--- src/rtl/uartin_pkg.sv ---
// Shared types and constants for the UART receive path.
// Latency: n/a (declarations only).
// Backpressure: n/a.
package uartin_pkg;

   // Clock cycles per bit at 115200 baud on a 50 MHz clock; shared with uartout and top.
   localparam int UART_CDIV_115200 = 434;

   // Receiver FSM states.
   typedef enum logic [2:0] {
      ST_IDLE  = 3'd0,
      ST_START = 3'd1,
      ST_DATA  = 3'd2,
      ST_STOP  = 3'd3,
      ST_BREAK = 3'd4
   } state_t;

   // Outcome of a stop-bit decision, applied to the strobes one cycle later.
   typedef enum logic [1:0] {
      EV_NONE = 2'd0,
      EV_WR   = 2'd1,
      EV_OVR  = 2'd2,
      EV_FERR = 2'd3
   } evt_t;

   // Mid-bit offset used for the start-bit check (floor of half a bit).
   function automatic int half_bit(input int cdiv);
      return cdiv / 2;
   endfunction

endpackage

--- src/rtl/uartin_if.sv ---
// Byte/strobe bus between the UART receiver and its downstream FIFO.
// Latency: n/a (wires only).
// Backpressure: n_cs high means the sink cannot take a byte; the source drops, never stalls.
interface uartin_if;
   logic [7:0] port;    // received byte, held until the next accepted byte
   logic       n_cs;    // sink ready, active low
   logic       n_wr;    // write strobe, active low, one cycle
   logic       n_ferr;  // framing-error pulse, active low, one cycle
   logic       n_ovr;   // overrun pulse, active low, one cycle

   modport master (output port, n_wr, n_ferr, n_ovr, input n_cs);
   modport slave  (input port, n_wr, n_ferr, n_ovr, output n_cs);
endinterface

--- src/rtl/uartin_sync2.sv ---
// Two-flop synchronizer for an asynchronous single-bit input, reset to INIT.
// Latency: 2 clk from input change to q.
// Backpressure: none.
module uartin_sync2 #(
   parameter logic INIT = 1'b1
) (
   input  logic clk,
   input  logic rst,
   input  logic d,
   output logic q
);

   logic meta;

   // Two back-to-back flops give the first stage a full cycle to settle.
   always_ff @(posedge clk) begin
      if (rst) begin
         meta <= INIT;
         q    <= INIT;
      end else begin
         meta <= d;
         q    <= meta;
      end
   end

endmodule

--- src/rtl/uartin.sv ---
// UART 8N1 receiver: deframes bytes from uart_rx and writes them to a FIFO over bus.
// Latency: n_wr falls 2 + CDIV/2 + 9*CDIV + 1 clk after the first edge seeing the start bit.
// Backpressure: n_cs checked once at mid-stop; if high the byte is dropped and n_ovr pulses.
module uartin
   import uartin_pkg::*;
#(
   parameter int CDIV = UART_CDIV_115200   // clk cycles per bit, must be >= 4
) (
   input  logic     clk,
   input  logic     n_rst,     // synchronous, active high despite the name
   input  logic     uart_rx,
   uartin_if.master bus
);

   localparam int             CW      = $clog2(CDIV);
   localparam logic [CW-1:0]  HALF_M1 = CW'(half_bit(CDIV) - 1);
   localparam logic [CW-1:0]  FULL_M1 = CW'(CDIV - 1);

   logic          rx_s;
   state_t        state, state_n;
   logic [CW-1:0] cnt, cnt_n;
   logic [2:0]    bit_cnt, bit_n;
   logic [7:0]    shreg, shreg_n;
   evt_t          evt, evt_n;

   // The line idles high, so the synchronizer also resets high to avoid a phantom start bit.
   uartin_sync2 #(.INIT(1'b1)) u_sync (
      .clk (clk),
      .rst (n_rst),
      .d   (uart_rx),
      .q   (rx_s)
   );

   // FSM, baud/bit counters, shift register and pending event.
   always_ff @(posedge clk) begin
      if (n_rst) begin
         state   <= ST_IDLE;
         cnt     <= '0;
         bit_cnt <= '0;
         shreg   <= '0;
         evt     <= EV_NONE;
      end else begin
         state   <= state_n;
         cnt     <= cnt_n;
         bit_cnt <= bit_n;
         shreg   <= shreg_n;
         evt     <= evt_n;
      end
   end

   // Next-state logic; all line decisions are taken at mid-bit sample points.
   always_comb begin
      state_n = state;
      cnt_n   = cnt + 1'b1;
      bit_n   = bit_cnt;
      shreg_n = shreg;
      evt_n   = EV_NONE;
      unique case (state)
         ST_IDLE: begin
            cnt_n = '0;
            if (!rx_s) state_n = ST_START;
         end
         ST_START: begin
            // Re-check half a bit in so a glitch shorter than that is ignored.
            if (cnt == HALF_M1) begin
               cnt_n   = '0;
               bit_n   = '0;
               state_n = rx_s ? ST_IDLE : ST_DATA;
            end
         end
         ST_DATA: begin
            if (cnt == FULL_M1) begin
               cnt_n            = '0;
               shreg_n[bit_cnt] = rx_s;
               bit_n            = bit_cnt + 3'd1;
               if (bit_cnt == 3'd7) state_n = ST_STOP;
            end
         end
         ST_STOP: begin
            // Leave at mid-stop so a back-to-back start edge is caught from IDLE.
            if (cnt == FULL_M1) begin
               cnt_n = '0;
               if (rx_s) begin
                  state_n = ST_IDLE;
                  evt_n   = bus.n_cs ? EV_OVR : EV_WR;
               end else begin
                  state_n = ST_BREAK;
                  evt_n   = EV_FERR;
               end
            end
         end
         ST_BREAK: begin
            // A held-low line must return high before another start can be seen.
            cnt_n = '0;
            if (rx_s) state_n = ST_IDLE;
         end
         default: begin
            state_n = ST_IDLE;
            cnt_n   = '0;
         end
      endcase
   end

   // Registered strobes and output byte; exactly one strobe per decided frame.
   always_ff @(posedge clk) begin
      if (n_rst) begin
         bus.port   <= 8'h00;
         bus.n_wr   <= 1'b1;
         bus.n_ferr <= 1'b1;
         bus.n_ovr  <= 1'b1;
      end else begin
         bus.n_wr   <= (evt != EV_WR);
         bus.n_ferr <= (evt != EV_FERR);
         bus.n_ovr  <= (evt != EV_OVR);
         if (evt == EV_WR) bus.port <= shreg;
      end
   end

endmodule

--- src/flat_wrapper.sv ---
// flat-port wrapper written by rule: the top's interface ports become plain ports
module uartin_flat import uartin_pkg::*;
#(
   parameter int CDIV = UART_CDIV_115200                                      
)
  (clk, n_rst, uart_rx, bus_port, bus_n_wr, bus_n_ferr, bus_n_ovr, bus_n_cs);
  uartin_if bus_i ();
  input  logic clk;
  input  logic n_rst;
  input  logic uart_rx;
  output wire logic [$bits(bus_i.port)-1:0] bus_port;
  output wire logic [$bits(bus_i.n_wr)-1:0] bus_n_wr;
  output wire logic [$bits(bus_i.n_ferr)-1:0] bus_n_ferr;
  output wire logic [$bits(bus_i.n_ovr)-1:0] bus_n_ovr;
  input wire logic [$bits(bus_i.n_cs)-1:0] bus_n_cs;
  assign bus_port = bus_i.port;
  assign bus_n_wr = bus_i.n_wr;
  assign bus_n_ferr = bus_i.n_ferr;
  assign bus_n_ovr = bus_i.n_ovr;
  assign bus_i.n_cs = bus_n_cs;
  uartin #(.CDIV(CDIV)) u_core (.clk(clk), .n_rst(n_rst), .uart_rx(uart_rx), .bus(bus_i));
endmodule
--- config.mk ---
export PLATFORM = sky130hd
export DESIGN_NAME = uartin_flat
export DESIGN_NICKNAME = d
export VERILOG_FILES = /design/src/rtl/uartin_pkg.sv /design/src/rtl/uartin_if.sv /design/src/rtl/uartin_sync2.sv /design/src/rtl/uartin.sv /design/src/flat_wrapper.sv
export SDC_FILE = /design/constraint.sdc
export NUM_CORES = 1
export LEC_CHECK = 0
export CAP_MARGIN = 40
export CORE_UTILIZATION = 54
export DETAILED_ROUTE_END_ITERATION = 6
export PLACE_DENSITY_LB_ADDON = 0.12
export SYNTH_ARGS = -nofsm -noshare
export SYNTH_HDL_FRONTEND = slang
export SYNTH_SLANG_ARGS = --single-unit
--- constraint.sdc ---
create_clock -name clk -period 1.9 [get_ports clk]
set_input_delay 0.285 -clock clk [delete_from_list [all_inputs] [get_ports clk]]
set_output_delay 0.285 -clock clk [all_outputs]
set_load 0.03 [all_outputs]
# ---- Word level (Yosys, flattened, before mapping)
# Index checks and enable logic that the tools add are counted.
# Widths: inputs -> output; s select.
dict set report classes {
  n_addsub 2
  magnitude_cmp 2
  eq_ne 17
  muxes 20
  n_bitwise 2
  n_reduce_logical 8
}
# cell n
set op_table {}
lappend op_table {{$mux 3} 9}
lappend op_table {{$mux 9} 2}
lappend op_table {{$pmux 9 s2} 1}
lappend op_table {{$pmux 3 s5} 1}
lappend op_table {{$ne 2x1->1 const B} 5}
lappend op_table {{$add 9x1->9 const B} 1}
lappend op_table {{$eq 9x8->1 const B} 1}
lappend op_table {{$eq 9x9->1 const B} 1}
lappend op_table {{$bwmux 8} 1}
lappend op_table {{$ne 2x2->1 const B} 4}
lappend op_table {{$eq 3x2->1 const B} 2}
lappend op_table {{$eq 3x3->1 const B} 2}
lappend op_table {{$mux 2} 3}
lappend op_table {{$pmux 3 s2} 1}
lappend op_table {{$reduce_and 6->1} 1}
lappend op_table {{$lt 3x4->1 const B} 1}
lappend op_table {{$add 3x1->3 const B} 1}
lappend op_table {{$demux 1 s3} 1}
lappend op_table {{$eq 3x1->1 const B} 1}
lappend op_table {{$ge 3x1->1 const B} 1}
lappend op_table {{$logic_not 3->1} 1}
lappend op_table {{$reduce_and 3->1} 1}
lappend op_table {{$reduce_or 3->1} 1}
lappend op_table {{$eq 2x1->1 const B} 1}
lappend op_table {{6 further kinds} 7}
dict set report word_totals {
  regBits 38
  output_inout_bits 11
}

# ---- Depth between registers and ports, before layout
# Gate-level depths: netlist of run 1.
dict set report depth {
  word_depth 5
  depth_mapped 7
  ltp_nobuf 6
}

# ---- Cells and area by module
# Synthesis of run 1 repeated with hierarchy kept, for this count alone.
dict set report hier_totals {
  hier_cells 193
  hier_area_um2 1726.7
}
# mod n_inst cells_each area_per_inst_um2 seq_area_each_um2
set by_module_without_submodules {}
lappend by_module_without_submodules {uartin 1 189 1674.1 720.7}
lappend by_module_without_submodules {uartin_sync2 1 4 52.6 40.0}

# ---- Least setup slack after synthesis of run 1
# OpenSTA, ideal clock, no wires.
dict set report synth_timing {
  path_kind {register -> register}
  start {reg u_core.cnt[0]}
  end {reg u_core.state[0]}
  setup_ns 0.070
  t_arrival_ns 1.419
  t_required_ns 1.830
  path_slack_ns 0.410
  stages_incl_launch_ff 7
  cell_sequence {dfxtp_1 -> inv_1 -> ha_1 -> nor4b_4 -> a21boi_2 -> or4b_1 -> a21oi_1}
}
dict set report synth_between {
  elab_chain_cells 3
  elab_cells_between_ends 6
}
# element line_no
set synth_rtl {}
lappend synth_rtl {{start, declared} uartin.sv:21} ;# logic [CW-1:0] cnt, cnt_n;
lappend synth_rtl {{start signal, assigned} uartin.sv:44} ;# cnt <= cnt_n;
lappend synth_rtl {{$eq 9x9->1 or $eq 9x8->1 (tied branches)} {uartin.sv:72, uartin.sv:81, uartin.sv:65}}
lappend synth_rtl {{$ne 2x1->1 (no source line)} --}
lappend synth_rtl {{$reduce_and 6->1 (no source line) *} --}
lappend synth_rtl {{end signal, assigned} uartin.sv:43} ;# state <= state_n;
lappend synth_rtl {{end, declared} uartin.sv:20} ;# state_t state, state_n;
# Every way passes the cells marked *; elsewhere a longest branch is shown, timed or not.
# A chain may end at the register's enable or synchronous reset.

# ---- Worst setup path in the final report of run 1
dict set report layout_timing {
  start {reg u_core.cnt[0]}
  end {reg u_core.cnt[2]}
}
dict set report layout_between {
  elab_chain_cells 3
  elab_cells_between_ends 6
}
# element line_no
set layout_rtl {}
lappend layout_rtl {{$add 9x1->9 (tied with other cells)} uartin.sv:54} ;# cnt_n = cnt + 1'b1;
lappend layout_rtl {{$mux 9, on equally long branches} {uartin.sv:72, uartin.sv:81, uartin.sv:65}}
lappend layout_rtl {{$pmux 9 s2 *} uartin.sv:58} ;# unique case (state)
# Marked as above.

==> flow_metrics.tcl, run 1 <==
set metrics [dict create \
    timing.critical_path.buf_inv 0 \
    netlist_area_um2 1650 \
    wl_per_cell_um 14.0 \
    power.leakage_nw 0.703 \
    critical_path_arrival_ns 1.93 \
    timing.critical_path.fanout_max 9 \
    hold_start "u_core.u_sync.meta" \
    period_minus_slack_ns 1.71 \
    filler_cell_count 238 \
    stdcell_count 232 \
    synthTopCellsByCount "dfxtp_1, nand2_1, nor2_1" \
    vias 1310 \
    detail_route.wirelength_um 3240 \
    max_cap_violations 0 \
    antenna_found_initial 0 \
    detailed_place_hpwl_um 2280 \
    grt-ovfl-total 0 \
    cts_num_sinks 38 \
    num_rows 19 \
    tritoncts "done" \
    post_cts_hold_buffers 0 \
    drt_iter0_drc 31 \
    failed_checks "design-rule violations" \
    timing_worst_slew_pin_value_ns 0.679 \
    viasPerCell 5.65 \
    synthesis.area_per_instance_um2 8.91 \
    final_net_count 211 \
    cts_max_level 2 \
    fmax_mhz 586 \
    synthFlopType "dfxtp_1" \
    grt_util_all_layers_pct 22.3 \
    yosys_warnings 0 \
    worst_hold_path.endpoint "u_core.u_sync.q" \
    hold_violations 0 \
    post_synth_edffs 0 \
    synth.net_count 194 \
    worstSkewPairLatency_ns 0.35 \
    hp-class "flip-flop to flip-flop" \
    start_util_pct 58.3 \
    grt_setup_unrepaired "false" \
    timing_worst_setup_path_type "flip-flop to flip-flop" \
    r2r_setup_slack_ns 0.19 \
    crit-reg2reg-launch "u_core.cnt[0]" \
    ff_to_ff_path_depth 5 \
    pre_cts_slack_ns 0.242 \
    vdd_drop_max_mv 0.510 \
    synth.yosys.seq_area_share_pct 46.1 \
    areaGrowthSynthToFinish_pct 14.0 \
    status "finished, violations left" \
    dp.cells 226 \
    cts.reportedPaths.clkPinSlew_ns 0.10 \
    buffer_ports.inserted 14 \
    max-slew-margin-rel_pct 54.7 \
    coreArea_um2 2830 \
    layout-drive-gt1-share_pct 7.96 \
    postLayoutCoreUtil_pct 66.5 \
    firstDrtPassIters 6 \
    largest_area_contributor_in_the_synthesized_netlist "dfxtp_1" \
    first_global_vias 1199 \
    globalplace.congestion 0.803 \
    hold_ws_ns 0.419 \
    postcts_resize_cnt 0 \
    crit_required_ns 2.12 \
    antenna_left 0 \
    worstSetupEndpointType "flip-flop" \
    cts_setup_buffers 0 \
    postSynthRegisterBits 38 \
    crit_slowest_cell "o21ai_1" \
    largest_net_degree_at_the_start_of_global_routing 29 \
    finalSetupTns_ns 0 \
    global_route_wire_length_before_repair_um 5500 \
    netlist_instances 185 \
    die_h_um 57.3 \
    path_cells "ha_1, and4b_1, a21oi_1, o21ai_1, nor2_1" \
    antenna_cells 0 \
    critPathLaunchType "flip-flop" \
    synth_async_sr_flop_share_pct 0 \
    power.density_cell_area_nw_per_um2 657 \
    post_synth_num_cell_types 38 \
    ctsLongestPathBuffers 2 \
    cts_root_buf "clkbuf_4" \
    final-max-slew-violation-count 0 \
    fin_crit_sh_pct 89.8 \
    dieArea_um2 3280 \
    synth_top_area_share_pct 46.1 \
    post-synth-top-count-cell "dfxtp_1" \
    pin_count 15 \
    cts_made_buffers 5 \
    largest_cells_by_area_after_synthesis "dfxtp_1, nand2_1, nor2_1" \
    hold_depth 1 \
    remaining_drc_errors 1 \
    setup_viol 0 \
    critical_path.top_delay_family "compound AO/OA/AOI/OAI gates" \
    cp_slowest_stage_delay_ns 0.52 \
    final.setup.worst_slack_ns 0.193 \
    timing.rr.end "u_core.cnt[2]" \
    skew_ns 0.00645 \
    die_width_um 57.3 \
]
routing by layer:
layer  vias to the layer above  part of all wire, %  track usage [%]
met5                         -                    0                0
met1                       615                   48             27.6
met3                         7                  3.5             7.71
met4                         0                  1.9             10.1
li1                        670                    -                -
met2                        18                   46             35.1
logic make-up after synthesis:
group                    after synthesis  synth area share (%)
XOR/XNOR                               7                  3.72
AO/OA/AOI/OAI                         21                  8.04
flip-flops                            38                  46.1
AND/OR/NAND/NOR                       91                  29.9
multiplexers                           8                  4.86
adder cells (fa/ha/maj)                5                  3.79
buffers and inverters                 15                  3.57
worst max path at each step:
stage	start	end	slack (ns)	depth (start not counted)
2_1_floorplan	u_core.cnt[0]	u_core.state[0]	0.41	6
3_3_place_gp	u_core.cnt[0]	u_core.cnt[5]	0.32	6
3_5_place_dp	u_core.cnt[0]	u_core.cnt[6]	0.24	6
4_1_cts	u_core.bus.port[5]	bus_port[5]	0.21	1
5_1_grt	u_core.cnt[0]	u_core.evt[0]	0.02	5
6_report	u_core.cnt[0]	u_core.cnt[2]	0.19	5
power breakdown:
group / switching [mW] / internal (mW) / total, mW
sequential: 0.00470 / 0.798 / 0.803
combinational: 0.0127 / 0.0130 / 0.0257
clock: 0.240 / 0.167 / 0.406
total: 0.257 / 0.978 / 1.24
stage by stage:
stage	total power [mW]	instance area, um^2
finish	1.24	1880
global route	1.28	1880
detailed placement	0.848	1830
CTS	1.25	1880
floorplan	0.836	1650
global placement	0.847	1830
final cells by class:
class / count / area [um^2] / area share (%)
timing repair buffer: 19 / 178 / 9.45
inverter: 6 / 22.5 / 1.20
sequential: 38 / 761 / 40.5
multi-input combinational: 132 / 830 / 44.1
tap: 31 / 38.8 / 2.06
clock buffer: 6 / 51.3 / 2.73
cell usage in the layout (no fill, tap or decap), types with 2 or more instances in the layout:
| cell type | instances |
|---|---|
| buf_4 | 5 |
| nand3_1 | 5 |
| xor2_1 | 2 |
| nor2b_1 | 4 |
| a21oi_1 | 11 |
| clkbuf_4 | 5 |
| o32ai_1 | 2 |
| or2_2 | 2 |
| nor3_1 | 3 |
| nand4_1 | 8 |
| dfxtp_1 | 38 |
| ha_1 | 5 |
| nand4b_1 | 3 |
| nor3b_1 | 2 |
| inv_1 | 6 |
| mux2i_1 | 8 |
| nand2b_1 | 5 |
| nor2_1 | 24 |
| a2111oi_0 | 2 |
| xnor2_1 | 5 |
| o21ai_0 | 2 |
| nand2_1 | 24 |
| clkdlybuf4s50_1 | 14 |
sequential cells by signal, summed over array words and instances, names as in the netlist, 2 cells and up:
register and cells:
u_core.shreg 8, u_core.evt 2, u_core.cnt 9, u_core.state 3, u_core.bit_cnt 3, u_core.bus.port 8
(Power assumes the default switching activity.)
==> inputs of run 2 (changes only) <==
--- a/config.mk
+++ b/config.mk
@@ -5,8 +5,9 @@
 export SDC_FILE = /design/constraint.sdc
 export NUM_CORES = 1
 export LEC_CHECK = 0
+export ABC_CLOCK_PERIOD_IN_PS = 1900
 export CAP_MARGIN = 40
-export CORE_UTILIZATION = 54
+export CORE_UTILIZATION = 51
 export DETAILED_ROUTE_END_ITERATION = 6
 export PLACE_DENSITY_LB_ADDON = 0.12
 export SYNTH_ARGS = -nofsm -noshare
==> run 2 against run 1 <==
Effect of this change: the flow now finishes without violations; non-clock buffer count is the same; core utilization fell by 4.5 points; global-route usage is 0.49 points lower; fmax grew 2.3%; register-to-register slack better by 0.04 ns; die area grew 5.7%; combinational power is 9.3% higher; largest power group unchanged; flip-flop and latch count stayed put; setup slack improved by 0.038 ns; clock skew up 0.0067 ns; sequential share of layout area decreased by 0.27 points.
==> flow_metrics.tcl, run 2 (synthesized netlist as in run 1, its figures left out) <==
set metrics [dict create \
    cts_max_level 2 \
    ctsLongestPathBuffers 2 \
    num_rows 20 \
    die_width_um 58.9 \
    mostFrequentLayoutCell "dfxtp_1" \
    start_util_pct 54.0 \
    filler_cell_count 291 \
    pin_count 15 \
    register_name_with_the_most_flops "u_core.cnt" \
    final_net_count 211 \
    antenna_found_initial 0 \
    wl_met1_um 1590 \
    layout.cells.most_common_list "dfxtp_1, nand2_1, nor2_1" \
    power_frac_clock_pct 31.8 \
    crit_slowest_cell "o21ai_1" \
    buffer_ports.inserted 14 \
    antenna_cells 0 \
    crit_required_ns 2.11 \
    final-max-slew-violation-count 0 \
    dp.cells 239 \
    pre_cts_slack_ns 0.226 \
    stdcell_count 246 \
    timing.critical_path.fanout_max 9 \
    power_switching_share_pct 22.4 \
    timing.critical_path.buf_inv 0 \
    period_minus_slack_ns 1.67 \
    critPathLaunchType "flip-flop" \
    die_h_um 58.9 \
    max_ffs_per_register 9 \
    cts_root_buf "clkbuf_4" \
    power.switching_mw 0.273 \
    areaGrowthSynthToFinish_pct 14.8 \
    skew_ns 0.0131 \
    worstSkewPairLatency_ns 0.35 \
    critical_path.top_delay_family "compound AO/OA/AOI/OAI gates" \
    remaining_drc_errors 0 \
    dieArea_um2 3470 \
    post_layout_total_power_mw 1.22 \
    power_report.internal_total_mw 0.946 \
    postcts_resize_cnt 0 \
    cts.reportedPaths.clkPinSlew_ns 0.10 \
    grt-ovfl-total 0 \
    timing_worst_setup_path_type "flip-flop to flip-flop" \
    path_cells "ha_1, and4b_1, a21oi_1, o21ai_1, nor2_1" \
    path_length_in_cells_of_the_critical_path 5 \
    post_cts_hold_buffers 0 \
    hold_violations 0 \
    p_comb_share_pct 2.3 \
    power.density_cell_area_nw_per_um2 644 \
    power.leakage_nw 0.703 \
    max_cap_violations 0 \
    worstSetupEndpointType "flip-flop" \
    cts_made_buffers 5 \
    met3_wirelength_um 118 \
    fmax_mhz 599 \
    globalplace.congestion 0.782 \
    cp_slowest_stage_delay_ns 0.51 \
    postLayoutCoreUtil_pct 62.0 \
    hp-class "flip-flop to flip-flop" \
    viasPerCell 5.36 \
    firstDrtPassIters 4 \
    detailed_place_hpwl_um 2360 \
    max-slew-margin-rel_pct 58.1 \
    critical_path_arrival_ns 1.88 \
    vdd_drop_max_mv 0.462 \
    cts_num_sinks 38 \
    seqPwrFrac_pct 65.9 \
    detail_route.wirelength_um 3220 \
    ff_to_ff_path_depth 5 \
    vias 1319 \
    drt_iter0_drc 59 \
    layout-drive-gt1-share_pct 8.42 \
    final.setup.worst_slack_ns 0.232 \
    finalSetupTns_ns 0 \
    global_route_wire_length_before_repair_um 5620 \
    grt_util_all_layers_pct 21.8 \
    route.top_layer_used "met4" \
    first_global_vias 1273 \
    tritoncts "done" \
    largest_regs "u_core.cnt (9), u_core.bus.port (8), u_core.shreg (8)" \
    status "finished clean" \
    cts_setup_buffers 0 \
    hold_depth 1 \
    wl_per_cell_um 13.1 \
    routed-wl-met2_um 1460 \
    setup_viol 0 \
    coreArea_um2 3050 \
    fin_crit_sh_pct 87.8 \
    grt_setup_unrepaired "false" \
    antenna_left 0 \
    timing_worst_slew_pin_value_ns 0.627 \
    largest_net_degree_at_the_start_of_global_routing 19 \
]
-- run 2: cell types whose count changed in the layout (fill, tap and decap cells not counted), sizes merged --
cell / previous run / this run
clkinv: 0 / 2
clkbuf: 6 / 5
-- run 2: final cells by class --
type / count / area [um^2] / share of cell area, %
well taps: 44 / 55.1 / 2.91
multi-input cells: 132 / 830 / 43.8
flip-flops and latches: 38 / 761 / 40.2
repair buffers: 19 / 178 / 9.39
inverters: 6 / 22.5 / 1.19
clock inverters: 2 / 10.0 / 0.529
clock buffers: 5 / 37.5 / 1.98
-- run 2: final timing paths --
kind / from / endpoint / slack (ns)
setup / recovery: u_core.cnt[0] / u_core.cnt[3] / 0.23
hold reg to reg: u_core.u_sync.meta / u_core.u_sync.q / 0.42
setup reg to reg: u_core.cnt[0] / u_core.cnt[3] / 0.23
hold / removal: u_core.u_sync.meta / u_core.u_sync.q / 0.42
-- run 2: power by group through the flow --
stage | Sequential (mW) | Combinational [mW] | Clock (mW)
floorplan | 0.818 | 0.0183 | 0
global placement | 0.822 | 0.0271 | 0
detailed placement | 0.822 | 0.0279 | 0
CTS | 0.803 | 0.0280 | 0.387
global route | 0.805 | 0.0305 | 0.432
finish | 0.803 | 0.0281 | 0.387
-- run 2: layer usage --
metal,vias up,global-route usage (%)
li1,671,-
met1,624,28.3
met2,18,33.3
met3,6,8.57
met4,0,6.80
met5,-,0
-- run 2: through the flow --
stage | hold slack (ns) | area [um^2]
2_1_floorplan | 0.389 | 1650
3_3_place_gp | 0.406 | 1850
3_5_place_dp | 0.397 | 1850
4_1_cts | 0.420 | 1890
5_1_grt | 0.438 | 1890
6_report | 0.419 | 1890
-- run 2: worst register-to-register path: stages (launching register included) --
cell     delay, ns
dfxtp_1       0.40
ha_1          0.18
and4b_1       0.23
a21oi_1       0.10
o21ai_1       0.51
nor2_1        0.12
